$ cat src/rtl/id_stage_pipe_if.sv
// id_stage_pipe_if -- bundle of signals between the ID pipeline register and
// its neighbours.
//
// Parameters:
//   DATA_W : operand/result width (16..64)
//   FUNC_W : width of the EXE command field
//
// Upstream side (decode/fetch into the stage):
//   instruction, registerval1, registerval2, ctl_* : beat payload inputs
//   in_valid / in_ready                            : upstream handshake
//   hazard_detected_in                             : stall request (blocks accept only)
//   flush                                          : squash buffered + incoming beats
//   src2_sel                                       : register-file read address for src2
// Downstream side (stage into EXE):
//   out_valid / out_ready                          : downstream handshake
//   valuein1, valuein2, st_val, source1, src2_forw,
//   dest, exe_cmd, mem_r, mem_w, wb_en             : head-entry ID/EX payload
//   br_taken                                       : registered branch-taken pulse
//   dbg_state                                      : buffer FSM state (0 EMPTY, 1 ONE, 2 TWO)
//
// Handshake rule, both sides: a beat moves on a rising clk edge where valid
// and ready are both 1. A producer holding valid keeps its payload stable
// until the transfer happens; ready may change without regard to valid.
// flush overrides both handshakes for the cycle in which it is high.
//
// Modports: slave is the pipeline stage's view, master is the view of
// whatever drives the stage (the surrounding pipeline, or a bench).
interface id_stage_pipe_if #(
  parameter int DATA_W = 32,
  parameter int FUNC_W = 4
);
  logic [31:0]       instruction;
  logic [DATA_W-1:0] registerval1;
  logic [DATA_W-1:0] registerval2;
  logic [FUNC_W-1:0] ctl_exe_cmd;
  logic              ctl_is_imm;
  logic              ctl_st_bne;
  logic              ctl_mem_r;
  logic              ctl_mem_w;
  logic              ctl_wb_en;
  logic [1:0]        ctl_br_cmd;
  logic              hazard_detected_in;
  logic              in_valid;
  logic              in_ready;
  logic              flush;
  logic [4:0]        src2_sel;

  logic              out_valid;
  logic              out_ready;
  logic [DATA_W-1:0] valuein1;
  logic [DATA_W-1:0] valuein2;
  logic [DATA_W-1:0] st_val;
  logic [4:0]        source1;
  logic [4:0]        src2_forw;
  logic [4:0]        dest;
  logic [FUNC_W-1:0] exe_cmd;
  logic              mem_r;
  logic              mem_w;
  logic              wb_en;
  logic              br_taken;
  logic [1:0]        dbg_state;

  modport slave (
    input  instruction, registerval1, registerval2, ctl_exe_cmd, ctl_is_imm,
           ctl_st_bne, ctl_mem_r, ctl_mem_w, ctl_wb_en, ctl_br_cmd,
           hazard_detected_in, in_valid, flush, out_ready,
    output in_ready, src2_sel, out_valid, valuein1, valuein2, st_val, source1,
           src2_forw, dest, exe_cmd, mem_r, mem_w, wb_en, br_taken, dbg_state
  );

  modport master (
    output instruction, registerval1, registerval2, ctl_exe_cmd, ctl_is_imm,
           ctl_st_bne, ctl_mem_r, ctl_mem_w, ctl_wb_en, ctl_br_cmd,
           hazard_detected_in, in_valid, flush, out_ready,
    input  in_ready, src2_sel, out_valid, valuein1, valuein2, st_val, source1,
           src2_forw, dest, exe_cmd, mem_r, mem_w, wb_en, br_taken, dbg_state
  );
endinterface

$ cat src/rtl/id_stage_pipe.sv
// id_stage_pipe -- ID/EX pipeline register built as a 2-entry skid buffer.
//
// A decoded beat (instruction fields, register-file data, pre-decoded
// control) is captured when in_valid & in_ready & ~flush. Up to two beats
// are held; the oldest (head) drives the ID/EX outputs. The branch condition
// of an accepted beat is evaluated at accept time and reported as a one-cycle
// br_taken pulse in the following cycle.
//
// Ports:
//   clk      : single clock, all state on the rising edge
//   reset    : asynchronous, active-low reset
//   bus      : id_stage_pipe_if.slave (handshakes, payload, control, debug)
//   br_count : 16-bit saturating count of br_taken pulses
//              (present only when ID_BR_CNT_EN is defined)
//
// Build option:
//   ID_BR_CNT_EN : adds the br_count output and its counter. The counter is
//                  cleared only by reset, never by flush.
module id_stage_pipe #(
  parameter int DATA_W = 32,
  parameter int FUNC_W = 4
) (
  input  logic           clk,
  input  logic           reset,
  id_stage_pipe_if.slave bus
`ifdef ID_BR_CNT_EN
  ,
  output logic [15:0]    br_count
`endif
);

  typedef enum logic [1:0] {
    S_EMPTY = 2'd0,
    S_ONE   = 2'd1,
    S_TWO   = 2'd2
  } state_t;

  // One buffered ID/EX beat.
  typedef struct packed {
    logic [DATA_W-1:0] v1;
    logic [DATA_W-1:0] v2;
    logic [DATA_W-1:0] st;
    logic [4:0]        s1;
    logic [4:0]        s2f;
    logic [4:0]        dst;
    logic [FUNC_W-1:0] cmd;
    logic              mem_r;
    logic              mem_w;
    logic              wb_en;
  } entry_t;

  state_t            state_q;
  state_t            state_d;
  entry_t            head_q;
  entry_t            tail_q;
  entry_t            in_entry;
  logic [DATA_W-1:0] imm_ext;
  logic              in_ready_int;
  logic              out_valid_int;
  logic              accept;
  logic              pop;
  logic              br_cond;
  logic              br_taken_q;
  logic              load_head_in;
  logic              load_head_tail;
  logic              load_tail;

  // ---------------------------------------------------------------------
  // Handshake qualifiers
  // ---------------------------------------------------------------------
  assign in_ready_int  = (state_q != S_TWO) & ~bus.hazard_detected_in;
  assign out_valid_int = (state_q != S_EMPTY);
  assign accept        = bus.in_valid & in_ready_int & ~bus.flush;
  assign pop           = out_valid_int & bus.out_ready;

  // ---------------------------------------------------------------------
  // Decode of the incoming beat
  // ---------------------------------------------------------------------
  // Size cast of a signed operand sign-extends and stays legal at DATA_W=16.
  assign imm_ext = DATA_W'($signed(bus.instruction[15:0]));

  // Stores and bne read rd's register as the second operand.
  assign bus.src2_sel = bus.ctl_st_bne ? bus.instruction[25:21]
                                       : bus.instruction[15:11];

  always_comb begin
    in_entry       = '0;
    in_entry.v1    = bus.registerval1;
    in_entry.v2    = bus.ctl_is_imm ? imm_ext : bus.registerval2;
    in_entry.st    = bus.registerval2;
    in_entry.s1    = bus.instruction[20:16];
    // An immediate operand has no register to forward into.
    in_entry.s2f   = bus.ctl_is_imm ? 5'd0 : bus.instruction[15:11];
    in_entry.dst   = bus.instruction[25:21];
    in_entry.cmd   = bus.ctl_exe_cmd;
    in_entry.mem_r = bus.ctl_mem_r;
    in_entry.mem_w = bus.ctl_mem_w;
    in_entry.wb_en = bus.ctl_wb_en;
  end

  always_comb begin
    br_cond = 1'b0;
    case (bus.ctl_br_cmd)
      2'd0:    br_cond = 1'b0;
      2'd1:    br_cond = (bus.registerval1 == '0);
      2'd2:    br_cond = (bus.registerval1 != bus.registerval2);
      default: br_cond = 1'b1;
    endcase
  end

  // ---------------------------------------------------------------------
  // Buffer FSM
  // ---------------------------------------------------------------------
  always_ff @(posedge clk or negedge reset) begin
    if (!reset) begin
      state_q <= S_EMPTY;
    end else begin
      state_q <= state_d;
    end
  end

  always_comb begin
    state_d        = state_q;
    load_head_in   = 1'b0;
    load_head_tail = 1'b0;
    load_tail      = 1'b0;
    case (state_q)
      S_EMPTY: begin
        if (accept) begin
          state_d      = S_ONE;
          load_head_in = 1'b1;
        end
      end
      S_ONE: begin
        if (accept && !pop) begin
          state_d   = S_TWO;
          load_tail = 1'b1;
        end else if (!accept && pop) begin
          state_d = S_EMPTY;
        end else if (accept && pop) begin
          // Head leaves this cycle, the new beat takes its place directly.
          load_head_in = 1'b1;
        end
      end
      S_TWO: begin
        // in_ready is 0 here, so only a pop can happen.
        if (pop) begin
          state_d        = S_ONE;
          load_head_tail = 1'b1;
        end
      end
      default: begin
        state_d = S_EMPTY;
      end
    endcase
    // flush beats any simultaneous accept or pop.
    if (bus.flush) begin
      state_d        = S_EMPTY;
      load_head_in   = 1'b0;
      load_head_tail = 1'b0;
      load_tail      = 1'b0;
    end
  end

  // ---------------------------------------------------------------------
  // Payload storage. Entries are only written on accept/promote, so a held
  // head stays stable while the consumer stalls.
  // ---------------------------------------------------------------------
  always_ff @(posedge clk or negedge reset) begin
    if (!reset) begin
      head_q <= '0;
    end else if (load_head_in) begin
      head_q <= in_entry;
    end else if (load_head_tail) begin
      head_q <= tail_q;
    end
  end

  always_ff @(posedge clk or negedge reset) begin
    if (!reset) begin
      tail_q <= '0;
    end else if (load_tail) begin
      tail_q <= in_entry;
    end
  end

  // accept already excludes flush, so a flushed beat never pulses br_taken.
  always_ff @(posedge clk or negedge reset) begin
    if (!reset) begin
      br_taken_q <= 1'b0;
    end else begin
      br_taken_q <= accept & br_cond;
    end
  end

`ifdef ID_BR_CNT_EN
  logic [15:0] br_count_q;

  always_ff @(posedge clk or negedge reset) begin
    if (!reset) begin
      br_count_q <= '0;
    end else if (br_taken_q && (br_count_q != 16'hFFFF)) begin
      br_count_q <= br_count_q + 16'd1;
    end
  end

  assign br_count = br_count_q;
`endif

  // ---------------------------------------------------------------------
  // Outputs
  // ---------------------------------------------------------------------
  assign bus.in_ready  = in_ready_int;
  assign bus.out_valid = out_valid_int;
  assign bus.valuein1  = head_q.v1;
  assign bus.valuein2  = head_q.v2;
  assign bus.st_val    = head_q.st;
  assign bus.source1   = head_q.s1;
  assign bus.src2_forw = head_q.s2f;
  assign bus.dest      = head_q.dst;
  assign bus.exe_cmd   = head_q.cmd;
  // Side-effecting controls read as a bubble when nothing is presented.
  assign bus.mem_r     = out_valid_int & head_q.mem_r;
  assign bus.mem_w     = out_valid_int & head_q.mem_w;
  assign bus.wb_en     = out_valid_int & head_q.wb_en;
  assign bus.br_taken  = br_taken_q;
  assign bus.dbg_state = state_q;

endmodule
$ cat src/flat_wrapper.sv
// flat-port wrapper written by rule: the top's interface ports become plain ports
module id_stage_pipe_flat 
#(
  parameter int DATA_W = 32,
  parameter int FUNC_W = 4
)
  (clk, reset, bus_instruction, bus_registerval1, bus_registerval2, bus_ctl_exe_cmd, bus_ctl_is_imm, bus_ctl_st_bne, bus_ctl_mem_r, bus_ctl_mem_w, bus_ctl_wb_en, bus_ctl_br_cmd, bus_hazard_detected_in, bus_in_valid, bus_flush, bus_out_ready, bus_in_ready, bus_src2_sel, bus_out_valid, bus_valuein1, bus_valuein2, bus_st_val, bus_source1, bus_src2_forw, bus_dest, bus_exe_cmd, bus_mem_r, bus_mem_w, bus_wb_en, bus_br_taken, bus_dbg_state);
  id_stage_pipe_if #(.DATA_W(DATA_W), .FUNC_W(FUNC_W)) bus_i ();
  input  logic clk;
  input  logic reset;
  input wire logic [$bits(bus_i.instruction)-1:0] bus_instruction;
  input wire logic [$bits(bus_i.registerval1)-1:0] bus_registerval1;
  input wire logic [$bits(bus_i.registerval2)-1:0] bus_registerval2;
  input wire logic [$bits(bus_i.ctl_exe_cmd)-1:0] bus_ctl_exe_cmd;
  input wire logic [$bits(bus_i.ctl_is_imm)-1:0] bus_ctl_is_imm;
  input wire logic [$bits(bus_i.ctl_st_bne)-1:0] bus_ctl_st_bne;
  input wire logic [$bits(bus_i.ctl_mem_r)-1:0] bus_ctl_mem_r;
  input wire logic [$bits(bus_i.ctl_mem_w)-1:0] bus_ctl_mem_w;
  input wire logic [$bits(bus_i.ctl_wb_en)-1:0] bus_ctl_wb_en;
  input wire logic [$bits(bus_i.ctl_br_cmd)-1:0] bus_ctl_br_cmd;
  input wire logic [$bits(bus_i.hazard_detected_in)-1:0] bus_hazard_detected_in;
  input wire logic [$bits(bus_i.in_valid)-1:0] bus_in_valid;
  input wire logic [$bits(bus_i.flush)-1:0] bus_flush;
  input wire logic [$bits(bus_i.out_ready)-1:0] bus_out_ready;
  output wire logic [$bits(bus_i.in_ready)-1:0] bus_in_ready;
  output wire logic [$bits(bus_i.src2_sel)-1:0] bus_src2_sel;
  output wire logic [$bits(bus_i.out_valid)-1:0] bus_out_valid;
  output wire logic [$bits(bus_i.valuein1)-1:0] bus_valuein1;
  output wire logic [$bits(bus_i.valuein2)-1:0] bus_valuein2;
  output wire logic [$bits(bus_i.st_val)-1:0] bus_st_val;
  output wire logic [$bits(bus_i.source1)-1:0] bus_source1;
  output wire logic [$bits(bus_i.src2_forw)-1:0] bus_src2_forw;
  output wire logic [$bits(bus_i.dest)-1:0] bus_dest;
  output wire logic [$bits(bus_i.exe_cmd)-1:0] bus_exe_cmd;
  output wire logic [$bits(bus_i.mem_r)-1:0] bus_mem_r;
  output wire logic [$bits(bus_i.mem_w)-1:0] bus_mem_w;
  output wire logic [$bits(bus_i.wb_en)-1:0] bus_wb_en;
  output wire logic [$bits(bus_i.br_taken)-1:0] bus_br_taken;
  output wire logic [$bits(bus_i.dbg_state)-1:0] bus_dbg_state;
  assign bus_i.instruction = bus_instruction;
  assign bus_i.registerval1 = bus_registerval1;
  assign bus_i.registerval2 = bus_registerval2;
  assign bus_i.ctl_exe_cmd = bus_ctl_exe_cmd;
  assign bus_i.ctl_is_imm = bus_ctl_is_imm;
  assign bus_i.ctl_st_bne = bus_ctl_st_bne;
  assign bus_i.ctl_mem_r = bus_ctl_mem_r;
  assign bus_i.ctl_mem_w = bus_ctl_mem_w;
  assign bus_i.ctl_wb_en = bus_ctl_wb_en;
  assign bus_i.ctl_br_cmd = bus_ctl_br_cmd;
  assign bus_i.hazard_detected_in = bus_hazard_detected_in;
  assign bus_i.in_valid = bus_in_valid;
  assign bus_i.flush = bus_flush;
  assign bus_i.out_ready = bus_out_ready;
  assign bus_in_ready = bus_i.in_ready;
  assign bus_src2_sel = bus_i.src2_sel;
  assign bus_out_valid = bus_i.out_valid;
  assign bus_valuein1 = bus_i.valuein1;
  assign bus_valuein2 = bus_i.valuein2;
  assign bus_st_val = bus_i.st_val;
  assign bus_source1 = bus_i.source1;
  assign bus_src2_forw = bus_i.src2_forw;
  assign bus_dest = bus_i.dest;
  assign bus_exe_cmd = bus_i.exe_cmd;
  assign bus_mem_r = bus_i.mem_r;
  assign bus_mem_w = bus_i.mem_w;
  assign bus_wb_en = bus_i.wb_en;
  assign bus_br_taken = bus_i.br_taken;
  assign bus_dbg_state = bus_i.dbg_state;
  id_stage_pipe #(.DATA_W(DATA_W), .FUNC_W(FUNC_W)) u_core (.clk(clk), .reset(reset), .bus(bus_i));
endmodule
$ cat config.mk
export PLATFORM = sky130hd
export DESIGN_NAME = id_stage_pipe_flat
export DESIGN_NICKNAME = d
export VERILOG_FILES = /design/src/rtl/id_stage_pipe_if.sv /design/src/rtl/id_stage_pipe.sv /design/src/flat_wrapper.sv
export SDC_FILE = /design/constraint.sdc
export NUM_CORES = 1
export LEC_CHECK = 0
export BUFFER_PORTS_ARGS = -buffer_cell sky130_fd_sc_hd__buf_2
export CAP_MARGIN = 20
export CORE_MARGIN = 2
export CORE_UTILIZATION = 50
export CTS_CLUSTER_DIAMETER = 200
export CTS_CLUSTER_SIZE = 25
export DETAILED_ROUTE_END_ITERATION = 12
export HOLD_SLACK_MARGIN = 0.15
export PLACE_DENSITY = 0.82
export REMOVE_ABC_BUFFERS = 1
export SLEW_MARGIN = 20
export SYNTH_ARGS = -nofsm -noshare
export SYNTH_HDL_FRONTEND = slang
export SYNTH_SLANG_ARGS = --single-unit
$ cat constraint.sdc
create_clock -name clk -period 2.22 [get_ports clk]
set_clock_uncertainty 0.1 [all_clocks]
set_input_delay 0.111 -clock clk [delete_from_list [all_inputs] [get_ports clk]]
set_output_delay 0.111 -clock clk [all_outputs]
set_load 0.02 [all_outputs]
# After elaboration in Yosys (flattened, before gate mapping)
# Cells that the tools add are included.
# word_totals
register_bits	239
latchBits	0
ram_bits	0
mem_bits_ro	0
inputBits	113
word_cells	76
mem_count	0
# classes
n_addsub	0
n_mul	0
n_div	0
order_cmp	0
eq_ne	9
n_shift	0
muxes	24
bitwise_logic	10
n_reduce_logical	11
# ops
operator	n
$mux 118	2
$logic_not 32->1	1
$mux 32	1
$ne 32x32->1	1
$mux 1	11
$mux 2	5
$mux 5	2
$and 1x1->1	8
$ne 3x2->1 const B	2
$pmux 2 s3	1
$eq 2x1->1 const B	2
$eq 2x2->1 const B	2
$logic_not 2->1	2
$ne 4x2->1 const B	1
$reduce_bool 2->1	2
$logic_and 1x1->1	3
$pmux 1 s3	1
$reduce_and 3->1	1
$logic_not 1->1	2
$ne 2x2->1 const B	1
$not 1->1	2
$pmux 1 s2	1

# Depth between registers and ports, before layout
# logic_depth
word_depth	11
depth_mapped	8
ltp_nobuf	5

# Worst setup path before layout
# Ideal clock, no wire load.
# synth_timing
path_kind	flip-flop to flip-flop
from	register u_core.state_q[0], in the netlist u_core.bus.dbg_state[0]
to	register u_core.tail_q[0] in the netlist's numbering
setup_time_ps	125
arrival_ps	1757
setup_slack_ps	238
stages_incl_launch_ff	6
n_path_buf	2
synth_period_minus_slack_ps	1982
cell_sequence	dfrtp_1 > and2b_1 > or4b_1 > buf_6 > buf_6 > mux2_4
# synth_between
elab_chain_len	8
elab_cells_between_ends	12
# synth_lines
item	line_no	source
start, declared	id_stage_pipe.sv:52	state_t state_q;
start signal, assigned	id_stage_pipe.sv:118	state_q <= state_d;
$ne 2x2->1	id_stage_pipe.sv:71	assign in_ready_int = (state_q != S_TWO) & ~bus.hazard_detected_in;
$and 1x1->1	id_stage_pipe.sv:71	
$and 1x1->1 (2 in series)	id_stage_pipe.sv:73	assign accept = bus.in_valid & in_ready_int & ~bus.flush;
$logic_and 1x1->1	id_stage_pipe.sv:135	if (accept && !pop) begin
$mux 1	id_stage_pipe.sv:135	
$mux 1 *	id_stage_pipe.sv:127	case (state_q)
$mux 1 *	id_stage_pipe.sv:157	if (bus.flush) begin
end signal, assigned	id_stage_pipe.sv:183	tail_q <= in_entry;
end, declared	id_stage_pipe.sv:55	entry_t tail_q;
# Mark *: on every way between the ends. The rest lies on a longest branch, timed or not.
# A chain may end at the register's enable or synchronous reset.

# Final worst setup path
# layout_timing
from	register u_core.state_q[0], in the netlist u_core.bus.dbg_state[0]
to	register u_core.tail_q[19] in the netlist's numbering
# The elaborated chain is that of the path after synthesis.

==> impl_metrics.json <==
{
  "status": "complete, no violations",
  "critPathSlowestCell": "or4b_4",
  "track_usage": 0.2485,
  "coreArea_um2": 22430,
  "numCtsBuffers": 13,
  "synth-seq-cells": 239,
  "grt_max_degree": 103,
  "grt_pass1_wl_um": 47390,
  "cts_num_sinks": 239,
  "postCtsHoldBufs": 108,
  "first_pass_iters": 6,
  "setup_viol": 0,
  "cp_num_cells": 4,
  "dpl.hpwl_um": 18250,
  "dp_slack_ns": 0.1512,
  "start_util": 0.5045,
  "fp-row-count": 55,
  "synth_top_cell_area_share": 0.5284,
  "dr_total_vias": 8461,
  "antenna_found_initial": 0,
  "avgSynthCellArea_um2": 11.18,
  "io_pins": 241,
  "ir_drop_mv": 0.4673,
  "drtIter0Drc": 720,
  "critical_path_class": "reg -> reg",
  "worst_slack_ns": 0.03253,
  "ctsResizeCount": 0,
  "area.sequential_um2": 5981,
  "startpoint_type": "register",
  "drt-total-wl_um": 30160,
  "crit_required_ns": 2.48,
  "drive_gt1_frac": 0.2929,
  "worstSetupEndpointType": "register",
  "clk_latency_ns": 0.48,
  "ant_nets": 0,
  "slew-limit-headroom": 0.3930,
  "drv_slew": 0,
  "fmax_mhz": 457.1,
  "synth_cell_types": 36,
  "final_common_cell": "dfrtp_1",
  "synth_edf_count": 0,
  "path_clk_slew_ns": 0.10,
  "syn_inst": 1012,
  "grt-ovfl-total": 0,
  "syn_to_final_growth_pct": 18.09,
  "first_global_vias": 8522,
  "cellPowerDensity_nw_per_um2": 805.1,
  "cts_tree": "done",
  "drc_errors": 0,
  "timing.final.crit_period_ns": 2.187,
  "ys_seq_area_frac": 0.5284,
  "fin_nets": 1326,
  "grt_setup_unrepaired": "no",
  "multiInputGateArea_um2": 4128,
  "portBuffers": 234,
  "final_design_area_no_fill_um2": 13370,
  "synthTopCellsByArea": "dfrtp_1, mux2_4, buf_4",
  "yosys_warnings": 0,
  "synthArstFlopShare": 1.000,
  "die_w_um": 154.5,
  "clockRootBuffer": "clkbuf_16",
  "hold_depth": 4,
  "wire_per_inst_um": 20.15,
  "post_cts_buffers": 0,
  "h-tree-depth": 1,
  "synth_top_area_cell": "dfrtp_1",
  "tightest_slew_ns": 0.9105,
  "crit_fanout": 83,
  "synth_ff_type": "dfrtp_1",
  "worstRegToRegCells": 4,
  "mostFrequentLayoutCells": "dfrtp_1, buf_2, nand2_1",
  "critPathBufInv": 1,
  "path_delay_family": "simple AND/OR/NAND/NOR gates",
  "slowest_delay_ns": 0.54,
  "netlist_area_um2": 11320,
  "p_leak_uw": 0.006943,
  "fp.dieArea_um2": 23860,
  "diodes": 0,
  "hold_violations": 0,
  "globalplace.congestion": 0.8173,
  "tns_ns": 0,
  "hold_path.class": "in -> reg",
  "die_h_um": 154.5,
  "vias_per_cell": 5.652,
  "period_share": 0.9853,
  "fill_cells": 1752,
  "path_cells": "and2b_1 > or4b_4 > buf_12 > mux2_4",
  "place_area_um2": 11940,
  "cp.arrival_ns": 2.45,
  "clock_path_buffers": 3,
  "drv_cap": 0
}
==> worst min-delay path, delay by kind of cell <==
family / cells / cell delay [ns]
buffers and inverters: 2 / 0.36
muxes: 1 / 0.15
AOI/OAI and AO/OA: 1 / 0.12
==> logic make-up after synthesis <==
| group | count (synthesis) | share of synthesized area |
|---|---|---|
| simple gates | 278 | 0.1007 |
| mux | 101 | 0.1240 |
| buf+inv | 184 | 0.1087 |
| xor+xnor | 32 | 0.02476 |
| compound gates | 178 | 0.1134 |
| flops | 239 | 0.5284 |
==> synth_stat cells (17+ instances only) <==
| library cell | number |
|---|---|
| dfrtp_1 | 239 |
| nand2_1 | 205 |
| buf_4 | 117 |
| a22oi_1 | 81 |
| mux2_4 | 76 |
| nor2_1 | 38 |
| o21ai_1 | 37 |
| a221o_1 | 32 |
| clkbuf_1 | 30 |
| a21oi_1 | 20 |
| buf_2 | 20 |
| xor2_1 | 17 |
==> report_power, final <==
| part | internal, uW | total (uW) | leakage, uW | switching (uW) |
|---|---|---|---|---|
| clock network | 1070 | 2470 | 0.000167 | 1390 |
| registers | 5150 | 5630 | 0.00307 | 480 |
| logic | 1190 | 2660 | 0.00370 | 1460 |
| total | 7420 | 10800 | 0.00694 | 3340 |
==> metal layers <==
| metal | track usage | part of all wire | up-vias |
|---|---|---|---|
| met1 | 0.3423 | 0.42 | 4231 |
| met5 | 0 | 0 | - |
| met2 | 0.4071 | 0.48 | 380 |
| met4 | 0.07804 | 0.034 | 0 |
| li1 | - | - | 3776 |
| met3 | 0.04035 | 0.066 | 74 |
==> final cells by class <==
| class | count | share of cell area |
|---|---|---|
| inverter | 7 | 0.001966 |
| tap | 285 | 0.02668 |
| sequential | 239 | 0.4475 |
| clock buffer | 13 | 0.02434 |
| clock inverter | 1 | 0.001217 |
| multi-input combinational | 589 | 0.3088 |
| timing repair buffer | 363 | 0.1895 |
==> final timing paths <==
kind | startpoint | end | slack [ns]
hold / removal | bus_ctl_is_imm | u_core.tail_q[68] | 0.20
setup / recovery | u_core.bus.dbg_state[0] | u_core.tail_q[19] | 0.03
hold reg to reg | u_core.bus.st_val[20] | u_core.bus.st_val[20] | 0.38
setup reg to reg | u_core.bus.dbg_state[0] | u_core.tail_q[19] | 0.03
min in group asynchronous | reset | u_core.bus.exe_cmd[1] | 0.62
max in group asynchronous | reset | u_core.bus.valuein2[26] | 0.67
==> sequential cells by signal (all words and copies together) (netlist names) <==
name / cells
u_core.tail_q: 118
u_core.bus.st_val: 32
u_core.bus.valuein1: 32
u_core.bus.valuein2: 32
u_core.bus.dest: 5
u_core.bus.source1: 5
u_core.bus.src2_forw: 5
u_core.bus.exe_cmd: 4
u_core.head_q: 3
u_core.bus.dbg_state: 2
u_core.bus.br_taken: 1
==> stage by stage <==
step                total power (uW)  hold slack, ns  utilization  instances
CTS                            10810          0.1794       0.5958       1497
global route                   11280          0.1984       0.5958       1497
global placement                8054       -0.005889       0.5323       1375
detailed placement              8172       -0.008477       0.5323       1375
floorplan                       7129         -0.2846            -        835
finish                         10760          0.2018       0.5958       1497
No activity file was read; power rests on OpenSTA's default activity.
